`config.mk`:
```
export PLATFORM = sky130hd
export DESIGN_NAME = fnd_scan_controller
export DESIGN_NICKNAME = d
export VERILOG_FILES = /design/src/rtl/fnd_scan_controller_pkg.sv /design/src/rtl/fnd_scan_controller_bin2bcd_seq.sv /design/src/rtl/fnd_scan_controller.sv
export SDC_FILE = /design/constraint.sdc
export NUM_CORES = 1
export LEC_CHECK = 0
export CAP_MARGIN = 40
export CORE_MARGIN = 2
export CORE_UTILIZATION = 58
export DETAILED_ROUTE_END_ITERATION = 8
export GPL_TIMING_DRIVEN = 0
export PLACE_DENSITY_LB_ADDON = 0.05
export SETUP_SLACK_MARGIN = 0.2
export SLEW_MARGIN = 40
export SYNTH_ARGS = -nofsm -noshare
export SYNTH_HDL_FRONTEND = slang
export SYNTH_SLANG_ARGS = --single-unit
```
`constraint.sdc`:
```
create_clock -name clk -period 4.15 [get_ports clk]
set_input_delay 0.83 -clock clk [delete_from_list [all_inputs] [get_ports clk]]
set_output_delay 0.83 -clock clk [all_outputs]
set_load 0.05 [all_outputs]
```
`src/rtl/fnd_scan_controller_pkg.sv`:
```
// Shared constants, converter state type and BCD helper for the FND scan controller.
package fnd_pkg;

    localparam logic [13:0] VALUE_MAX  = 14'd9999;
    localparam logic [7:0]  SEG_BLANK  = 8'hFF;
    localparam logic [3:0]  AN_OFF     = 4'hF;
    localparam logic [3:0]  SHIFT_LAST = 4'd13;

    // Active-low {dp,g,f,e,d,c,b,a} patterns for digits 0-9, dp off.
    localparam logic [7:0] SEG_DIGIT [0:9] = '{
        8'hC0, 8'hF9, 8'hA4, 8'hB0, 8'h99,
        8'h92, 8'h82, 8'hF8, 8'h80, 8'h90
    };

    typedef enum logic [1:0] {
        IDLE,
        SHIFT,
        COMMIT
    } conv_state_t;

    // Double-dabble correction: every BCD nibble >= 5 gets +3 before the shift.
    function automatic logic [15:0] dabble_adjust(input logic [15:0] bcd_in);
        logic [15:0] r;
        r = bcd_in;
        for (int unsigned i = 0; i < 4; i++) begin
            if (r[i*4 +: 4] >= 4'd5) begin
                r[i*4 +: 4] = r[i*4 +: 4] + 4'd3;
            end
        end
        return r;
    endfunction

endpackage

```
`src/rtl/fnd_scan_controller_bin2bcd_seq.sv`:
```
// Sequential 14-bit binary to 4-digit BCD converter (double dabble, one bit per clock).
module bin2bcd_seq
    import fnd_pkg::*;
(
    input  logic        clk,
    input  logic        reset,
    input  logic        start,
    input  logic [13:0] value,
    output logic        busy,
    output logic        done,
    output logic [15:0] bcd
);

    conv_state_t state, state_n;
    logic [13:0] bin_sr, bin_n;
    logic [15:0] bcd_sr, bcd_sr_n;
    logic [15:0] adj;
    logic [3:0]  shift_cnt, cnt_n;

    // The shift result is only complete while done is asserted (COMMIT).
    assign bcd = bcd_sr;

    // State and datapath registers.
    always_ff @(posedge clk or posedge reset) begin
        if (reset) begin
            state     <= IDLE;
            bin_sr    <= '0;
            bcd_sr    <= '0;
            shift_cnt <= '0;
        end else begin
            state     <= state_n;
            bin_sr    <= bin_n;
            bcd_sr    <= bcd_sr_n;
            shift_cnt <= cnt_n;
        end
    end

    // Next-state, shift datapath and status outputs.
    always_comb begin
        state_n  = state;
        bin_n    = bin_sr;
        bcd_sr_n = bcd_sr;
        cnt_n    = shift_cnt;
        adj      = dabble_adjust(bcd_sr);
        busy     = 1'b0;
        done     = 1'b0;
        case (state)
            IDLE: begin
                if (start) begin
                    bin_n    = (value > VALUE_MAX) ? VALUE_MAX : value;
                    bcd_sr_n = '0;
                    cnt_n    = '0;
                    state_n  = SHIFT;
                end
            end
            SHIFT: begin
                busy     = 1'b1;
                bcd_sr_n = {adj[14:0], bin_sr[13]};
                bin_n    = {bin_sr[12:0], 1'b0};
                cnt_n    = shift_cnt + 4'd1;
                if (shift_cnt == SHIFT_LAST) begin
                    state_n = COMMIT;
                end
            end
            COMMIT: begin
                busy    = 1'b1;
                done    = 1'b1;
                state_n = IDLE;
            end
            default: begin
                state_n = IDLE;
            end
        endcase
    end

endmodule

```
`src/rtl/fnd_scan_controller.sv`:
```
// 4-digit common-anode FND driver: BCD conversion, digit scan, blanking, animation override.
module fnd_scan_controller
    import fnd_pkg::*;
#(
    parameter int SCAN_DIV = 100_000,
    parameter bit BLANK_LZ = 1'b1
) (
    input  logic        clk,
    input  logic        reset,
    input  logic [13:0] value,
    input  logic        anim_active,
    input  logic [7:0]  anim_seg,
    input  logic [3:0]  anim_an,
    output logic [7:0]  seg,
    output logic [3:0]  an,
    output logic        busy
);

    localparam int unsigned CW = $clog2(SCAN_DIV);
    localparam logic [CW-1:0] SCAN_LAST = CW'(SCAN_DIV - 1);

    logic [13:0]   last_value;
    logic          start;
    logic          conv_busy;
    logic          conv_done;
    logic [15:0]   conv_bcd;
    logic [15:0]   disp;
    logic [CW-1:0] scan_cnt;
    logic [1:0]    idx;
    logic [3:0]    digit;
    logic [15:0]   upper;
    logic          blank;
    logic [7:0]    seg_d;
    logic [3:0]    an_d;

    // The converter only accepts start while idle, so last_value tracks the
    // raw input of the conversion in flight; a change during conversion leaves
    // start high and is picked up on the first idle cycle.
    assign start = (value != last_value);
    assign busy  = conv_busy;

    bin2bcd_seq u_bin2bcd (
        .clk   (clk),
        .reset (reset),
        .start (start),
        .value (value),
        .busy  (conv_busy),
        .done  (conv_done),
        .bcd   (conv_bcd)
    );

    // Remember the raw value that was handed to the converter.
    always_ff @(posedge clk or posedge reset) begin
        if (reset) begin
            last_value <= '0;
        end else if (start && !conv_busy) begin
            last_value <= value;
        end
    end

    // Display register: all four digits replaced together on commit.
    always_ff @(posedge clk or posedge reset) begin
        if (reset) begin
            disp <= '0;
        end else if (conv_done) begin
            disp <= conv_bcd;
        end
    end

    // Dwell counter and digit index (idx 0 = ones).
    always_ff @(posedge clk or posedge reset) begin
        if (reset) begin
            scan_cnt <= '0;
            idx      <= '0;
        end else if (scan_cnt == SCAN_LAST) begin
            scan_cnt <= '0;
            idx      <= idx + 2'd1;
        end else begin
            scan_cnt <= scan_cnt + 1'b1;
        end
    end

    // Digit decode with leading-zero blanking, then animation override.
    always_comb begin
        digit = disp[{idx, 2'b00} +: 4];
        upper = disp >> {idx, 2'b00};
        blank = BLANK_LZ && (idx != 2'd0) && (upper == '0);
        seg_d = blank ? SEG_BLANK : SEG_DIGIT[digit];
        an_d  = ~(4'b0001 << idx);
        if (anim_active) begin
            seg_d = anim_seg;
            an_d  = anim_an;
        end
    end

    // Registered FND drive.
    always_ff @(posedge clk or posedge reset) begin
        if (reset) begin
            seg <= SEG_BLANK;
            an  <= AN_OFF;
        end else begin
            seg <= seg_d;
            an  <= an_d;
        end
    end

endmodule

```
==> flow_summary.ini, run 1 <==
[power_and_ir_drop]
power.static_leakage_nw = 2.57
pwr_density_cell_mw_per_mm2 = 612
max-vdd-ir-drop_mv = 0.417

[detailed_routing]
firstDrtPassIters = 4
wire_per_inst_um = 15.6
postRouteWirelength_um = 9560
initialDrtViolationCount = 139
drt-vias-per-instance = 5.66
detail_route.drc_violations = 0
routed-via-count = 3473
drtAntennaViolNets = 0

[synthesis]
synth_xor_area_frac = 0.0625
synthArstFlopShare = 1.00
ys_ff_latch = 97
synth_area_in_compound_gates = 0.0972
synth.yosys.seq_area_share = 0.484
yosysWarningCount = 0
syn-cell-area_mm2 = 0.00504
adder_cell_area_share_of_the_yosys_netlist = 0.0571
synthFlopType = dfrtp_1
synth-simple-area-share = 0.122
combinational_family_with_the_most_area_after_synthesis = multiplexers
postSynthAreaPerCell_um2 = 11.2
syn-num-nets = 501
synth_cells = 449
post_synth_num_cell_types = 45
synth-edff-count = 0
muxShareOfSynthArea = 0.133

[worst_setup_path]
crit_path_end_kind = flop
cpMaxStageDelayCell = nor4_1
worstPathBufferInverterCount = 2
critical_path_class = primary input to flop
cp.required_ns = 4.39
r2r-start = idx[1]$_DFFE_PP0N_
arrival_ns = 3.19
crit_path_cell_trace = clkdlybuf4s50_1 > xnor2_1 > nand4_1 > nor4_1 > nor2_1 > clkbuf_1 > mux2_2
crit_fanout = 10
rr_endpoint = seg[6]$_DFF_PP1_
start_kind = primary input
reg2reg_setup_slack_ns = 1.31
ff_to_ff_path_depth = 8
cp-endpoint = last_value[9]$_DFFE_PP0P_
critical_path.startpoint = value[9]
cell_family_with_most_cp_delay = simple AND/OR/NAND/NOR gates
cp.depth = 7
max_stage_delay_ns = 0.60

[timing]
hold_slack_ns = 0.492
timing.final.crit_period_ns = 2.95
period_share = 0.712
final_hold_violations = 0
report.final.slew_viol_count = 0
actual_transition_at_the_worst_max_transition_pin_ns = 0.616
timing.max_slew.rel_slack = 0.585
max_freq_mhz = 339
clock_skews_ns = 0.0117
setup_viol = 0
rsz0062_at_grt = no

[global_routing]
total_grt_overflow = 0
first_global_vias = 3628
globalRouteTotalUtil = 0.219
wire_length_of_the_first_global_routing_pass_um = 16900
antenna_found_initial = 0
grt_start_max_net_pins = 53

[min_path]
holdCritPathClass = flop to flop

[place]
placement.io_buffers = 40
post_dp_cell_area_mm2 = 0.00561
hpwl_um = 6830
finalWeightedCongestion = 0.832

[finish]
finish.net_count = 553
finalInstanceArea_mm2 = 0.00580
num_antenna_cells = 0
layout-drive-gt1-share = 0.170
area_growth_from_synthesis_to_final_layout_pct = 15.1

[floorplan]
ioPinCount = 42
die_area_mm2 = 0.00946
die_width_um = 97.3
row_count = 34
initial_utilization = 0.587
core-area_mm2 = 0.00859
die_h_um = 97.3

[clock_tree]
cts_tree = done
tritoncts.num_buffers = 9
cts-hold-fix-buffers = 0
path_clk_slew_ns = 0.09
ctsRootBufferMaster = clkbuf_8
cts_resized = 0
cts_max_level = 3
worst_skew_pair.late_latency_ns = 0.36
cts_post_setup_buffers_inserted = 0
clk_sink_count = 97
clk_path_buf_depth = 2

[run_status]
status = finished clean

[flow_run]
cap_violations = 0
[cell families (layout without fill, tap and decap cells)]
kind of cell    count (synthesis)  after routing
compound gates                 71             71
xor+xnor                       36             36
fa+ha+maj                      23             23
buf+inv                        49            106
flops                          97             97
mux                            54             54
simple gates                  119            119
[layer usage]
metal / share of wire / GRT usage / vias to the layer above / wire [um]
li1: - / - / 1675 / -
met5: 0 / 0 / - / 0
met2: 0.49 / 0.354 / 52 / 4670
met4: 0.012 / 0.0737 / 0 / 114
met1: 0.47 / 0.297 / 1738 / 4500
met3: 0.029 / 0.0460 / 8 / 275
[worst min-delay path by stage]
stage | from | to | slack [ns] | cells after the start
2_1_floorplan | scan_cnt[0]$_DFF_PP0_ | scan_cnt[0]$_DFF_PP0_ | 0.46 | 1
3_3_place_gp | scan_cnt[0]$_DFF_PP0_ | scan_cnt[0]$_DFF_PP0_ | 0.48 | 1
3_5_place_dp | scan_cnt[14]$_DFF_PP0_ | scan_cnt[14]$_DFF_PP0_ | 0.48 | 1
4_1_cts | scan_cnt[0]$_DFF_PP0_ | scan_cnt[0]$_DFF_PP0_ | 0.50 | 1
5_1_grt | scan_cnt[0]$_DFF_PP0_ | scan_cnt[0]$_DFF_PP0_ | 0.52 | 1
6_report | scan_cnt[0]$_DFF_PP0_ | scan_cnt[0]$_DFF_PP0_ | 0.49 | 1
[through the flow]
step / TNS [ns] / worst slack, ns / power [mW] / std cells / util
2_1_floorplan: 0 / 0.806 / 2.60 / 449 / -
3_3_place_gp: -54.10 / -0.640 / 2.92 / 597 / 0.649
3_5_place_dp: 0 / 0.799 / 2.97 / 598 / 0.653
4_1_cts: 0 / 1.18 / 3.59 / 614 / 0.675
5_1_grt: 0 / 1.07 / 3.80 / 614 / 0.675
6_report: 0 / 1.20 / 3.55 / 614 / 0.675
[power breakdown]
part	leakage [nW]	internal [mW]	switching, mW
combinational	1.25	0.788	0.784
clock	0.0978	0.292	0.306
sequential	1.22	1.21	0.173
[placed cells by master (no fill, tap or decap), types with 10 or more instances in the layout]
cell type	count
a21oi_1	18
clkbuf_1	15
clkbuf_8	10
clkdlybuf4s50_1	40
dfrtp_1	85
dfstp_2	12
ha_1	23
inv_1	29
mux2_2	34
nand2_1	22
nand3_1	16
nor2_1	23
o21ai_0	16
xnor2_1	29
[state kept, by name, summed over array words and instances, names as in the netlist]
register             cells
disp                    16
u_bin2bcd.state          2
u_bin2bcd.shift_cnt      4
last_value              14
seg                      8
u_bin2bcd.bcd           16
scan_cnt                17
idx                      2
an                       4
u_bin2bcd.bin_sr        14
[Yosys cell counts (all sizes together) (7+ instances only)]
master / n / area, um^2
a21oi: 18 / 90.1
and3: 8 / 50.1
clkbuf: 13 / 48.8
dfrtp: 85 / 2130
dfstp: 12 / 315
ha: 23 / 288
inv: 30 / 113
mux2: 42 / 503
mux2i: 8 / 80.1
nand2: 22 / 82.6
nand2b: 8 / 50.1
nand3: 16 / 80.1
nand4: 7 / 43.8
nor2: 23 / 86.3
nor2b: 7 / 43.8
nor3: 8 / 40.0
o21ai: 16 / 80.1
xnor2: 29 / 254
xor2: 7 / 61.3
[cell type report]
class                   count  area, um^2
flip-flops and latches     97        2440
inverters                  30         120
clock buffers              12         145
well taps                 108         135
multi-input cells         303        2380
clock inverters             4        43.8
fillers                   649        2790
repair buffers             41         428
plain buffers              19         105
Power figures use the tool's default switching activity.
==> run 2, diff against run 1 <==
Settings changed: CORE_UTILIZATION 58 to 53.
Clock period 4.15 ns to 2.5 ns, I/O delays scaled along.
==> flow_summary.ini, run 2 (same netlist as run 1, synthesis figures left out) <==
[run_status]
status = finished clean

[timing]
timing.max_slew.rel_slack = 0.638
clock_skews_ns = 0.0137
rsz0062_at_grt = yes
report.final.slew_viol_count = 0
period_share = 0.906
final_hold_violations = 0
setup_viol = 0
max_freq_mhz = 442
final.setup.tns_ns = 0
timing.final.crit_period_ns = 2.26
hold_slack_ns = 0.445
actual_transition_at_the_worst_max_transition_pin_ns = 0.542

[finish]
layout_common_cells = dfrtp_1 (84), mux2_2 (34), xnor2_1 (28)
area_growth_from_synthesis_to_final_layout_pct = 20.1
layout-drive-gt1-share = 0.247
finish.net_count = 569
sequential_cell_area_mm2 = 0.00244
post_layout_nonfiller_instances = 651
largest_register_ffs = 17
num_antenna_cells = 0
combined_area_of_the_multi_input_logic_cells_mm2 = 0.00247
num-fill-cells = 769
most_common_cell_after_layout_fill_and_taps_aside = dfrtp_1
register_with_the_most_flip_flops = scan_cnt

[worst_setup_path]
crit_fanout = 10
path_common_cell = buf_6
max_stage_delay_ns = 0.56
worstPathBufferInverterCount = 4
crit_path_end_kind = flop
start_kind = primary input
arrival_ns = 2.52
cpMaxStageDelayCell = or4_4
critical_path_class = primary input to flop
cell_family_with_most_cp_delay = simple AND/OR/NAND/NOR gates
cp.required_ns = 2.75
crit_path_cell_trace = dlygate4sd2_1 > xnor2_1 > nand4_1 > or4_4 > buf_6 > and2_4 > buf_6 > buf_12 > mux2_4

[clock_tree]
cts_max_level = 3
path_clk_slew_ns = 0.10
clk_sink_count = 97
clk_path_buf_depth = 2
worst_skew_pair.late_latency_ns = 0.37
tritoncts.num_buffers = 9
cts_tree = done
ctsRootBufferMaster = clkbuf_8

[place]
hpwl_um = 7150
dp_cells = 622
placement.io_buffers = 40
finalWeightedCongestion = 0.786

[power_and_ir_drop]
power.static_leakage_nw = 2.70
max-vdd-ir-drop_mv = 0.617
pwr_density_cell_mw_per_mm2 = 1010

[floorplan]
core-area_mm2 = 0.00924
ioPinCount = 42
die_area_mm2 = 0.0103
die_width_um = 102
initial_utilization = 0.546
row_count = 35
die_h_um = 102

[detailed_routing]
postRouteWirelength_um = 10100
routed-via-count = 3498
initialDrtViolationCount = 134
drtAntennaViolNets = 0
wire_per_inst_um = 15.5
firstDrtPassIters = 4
drt-vias-per-instance = 5.37
detail_route.drc_violations = 0

[global_routing]
grt_start_max_net_pins = 27
wire_length_of_the_first_global_routing_pass_um = 17200
globalRouteTotalUtil = 0.212
total_grt_overflow = 0
antenna_found_initial = 0
first_global_vias = 3564

[flow_run]
cap_violations = 0

[min_path]
holdCritPathClass = primary input to async pin
run 2: timing repair:
item / in CTS / in global routing
hold buffers: 0 / 0
gates resized for setup: 29 / 18
setup buffers: 9 / 4
pin swaps: 7 / 10
endpoints found under the setup margin: 52 / 26
run 2: layout make-up:
class                           instances  area share
Clock inverter                          7      0.0103
Sequential cell                        97       0.403
Inverter                               30      0.0192
Tap cell                              129      0.0266
Clock buffer                            9      0.0204
Multi-Input combinational cell        303       0.408
Buffer                                 19      0.0192
Timing Repair Buffer                   57      0.0929
run 2: layer usage:
metal  up-vias  global-route usage  part of all wire  routed length [um]
met5         -                   0                 0                   0
met4         0              0.0582            0.0088                  89
met3         7              0.0366             0.029                 296
met2        46               0.341              0.48                4860
met1      1736               0.297              0.48                4850
li1       1709                   -                 -                   -
run 2: worst paths after layout:
| check | start | end | slack [ns] | depth (start not counted) |
|---|---|---|---|---|
| worst max-delay path | value[4] | u_bin2bcd.bin_sr[1]$_DFFE_PP0P_ | 0.24 | 9 |
| max in group asynchronous | reset | seg[1]$_DFF_PP1_ | 1.20 | 5 |
| worst max register to register | idx[0]$_DFFE_PP0N_ | seg[3]$_DFF_PP1_ | 0.25 | 7 |
| worst min register to register | scan_cnt[0]$_DFF_PP0_ | scan_cnt[0]$_DFF_PP0_ | 0.49 | 1 |
| worst min-delay path | reset | last_value[11]$_DFFE_PP0P_ | 0.44 | 2 |
| min in group clk | value[12] | last_value[12]$_DFFE_PP0P_ | 0.45 | 2 |
run 2: power breakdown:
group          internal (mW)  switching, mW
clock network          0.381          0.601
registers               2.00          0.291
logic                   1.44           1.41
run 2: stage by stage:
| step | power [mW] | cell area (um^2) | utilization | setup slack, ns |
|---|---|---|---|---|
| floorplan | 4.32 | 5060 | - | 0.302 |
| global placement | 4.88 | 5620 | 0.609 | -0.418 |
| detailed placement | 4.97 | 5720 | 0.619 | -0.461 |
| CTS | 6.08 | 6010 | 0.651 | 0.201 |
| global route | 6.53 | 6060 | 0.656 | 0.157 |
| finish | 6.12 | 6060 | 0.656 | 0.235 |
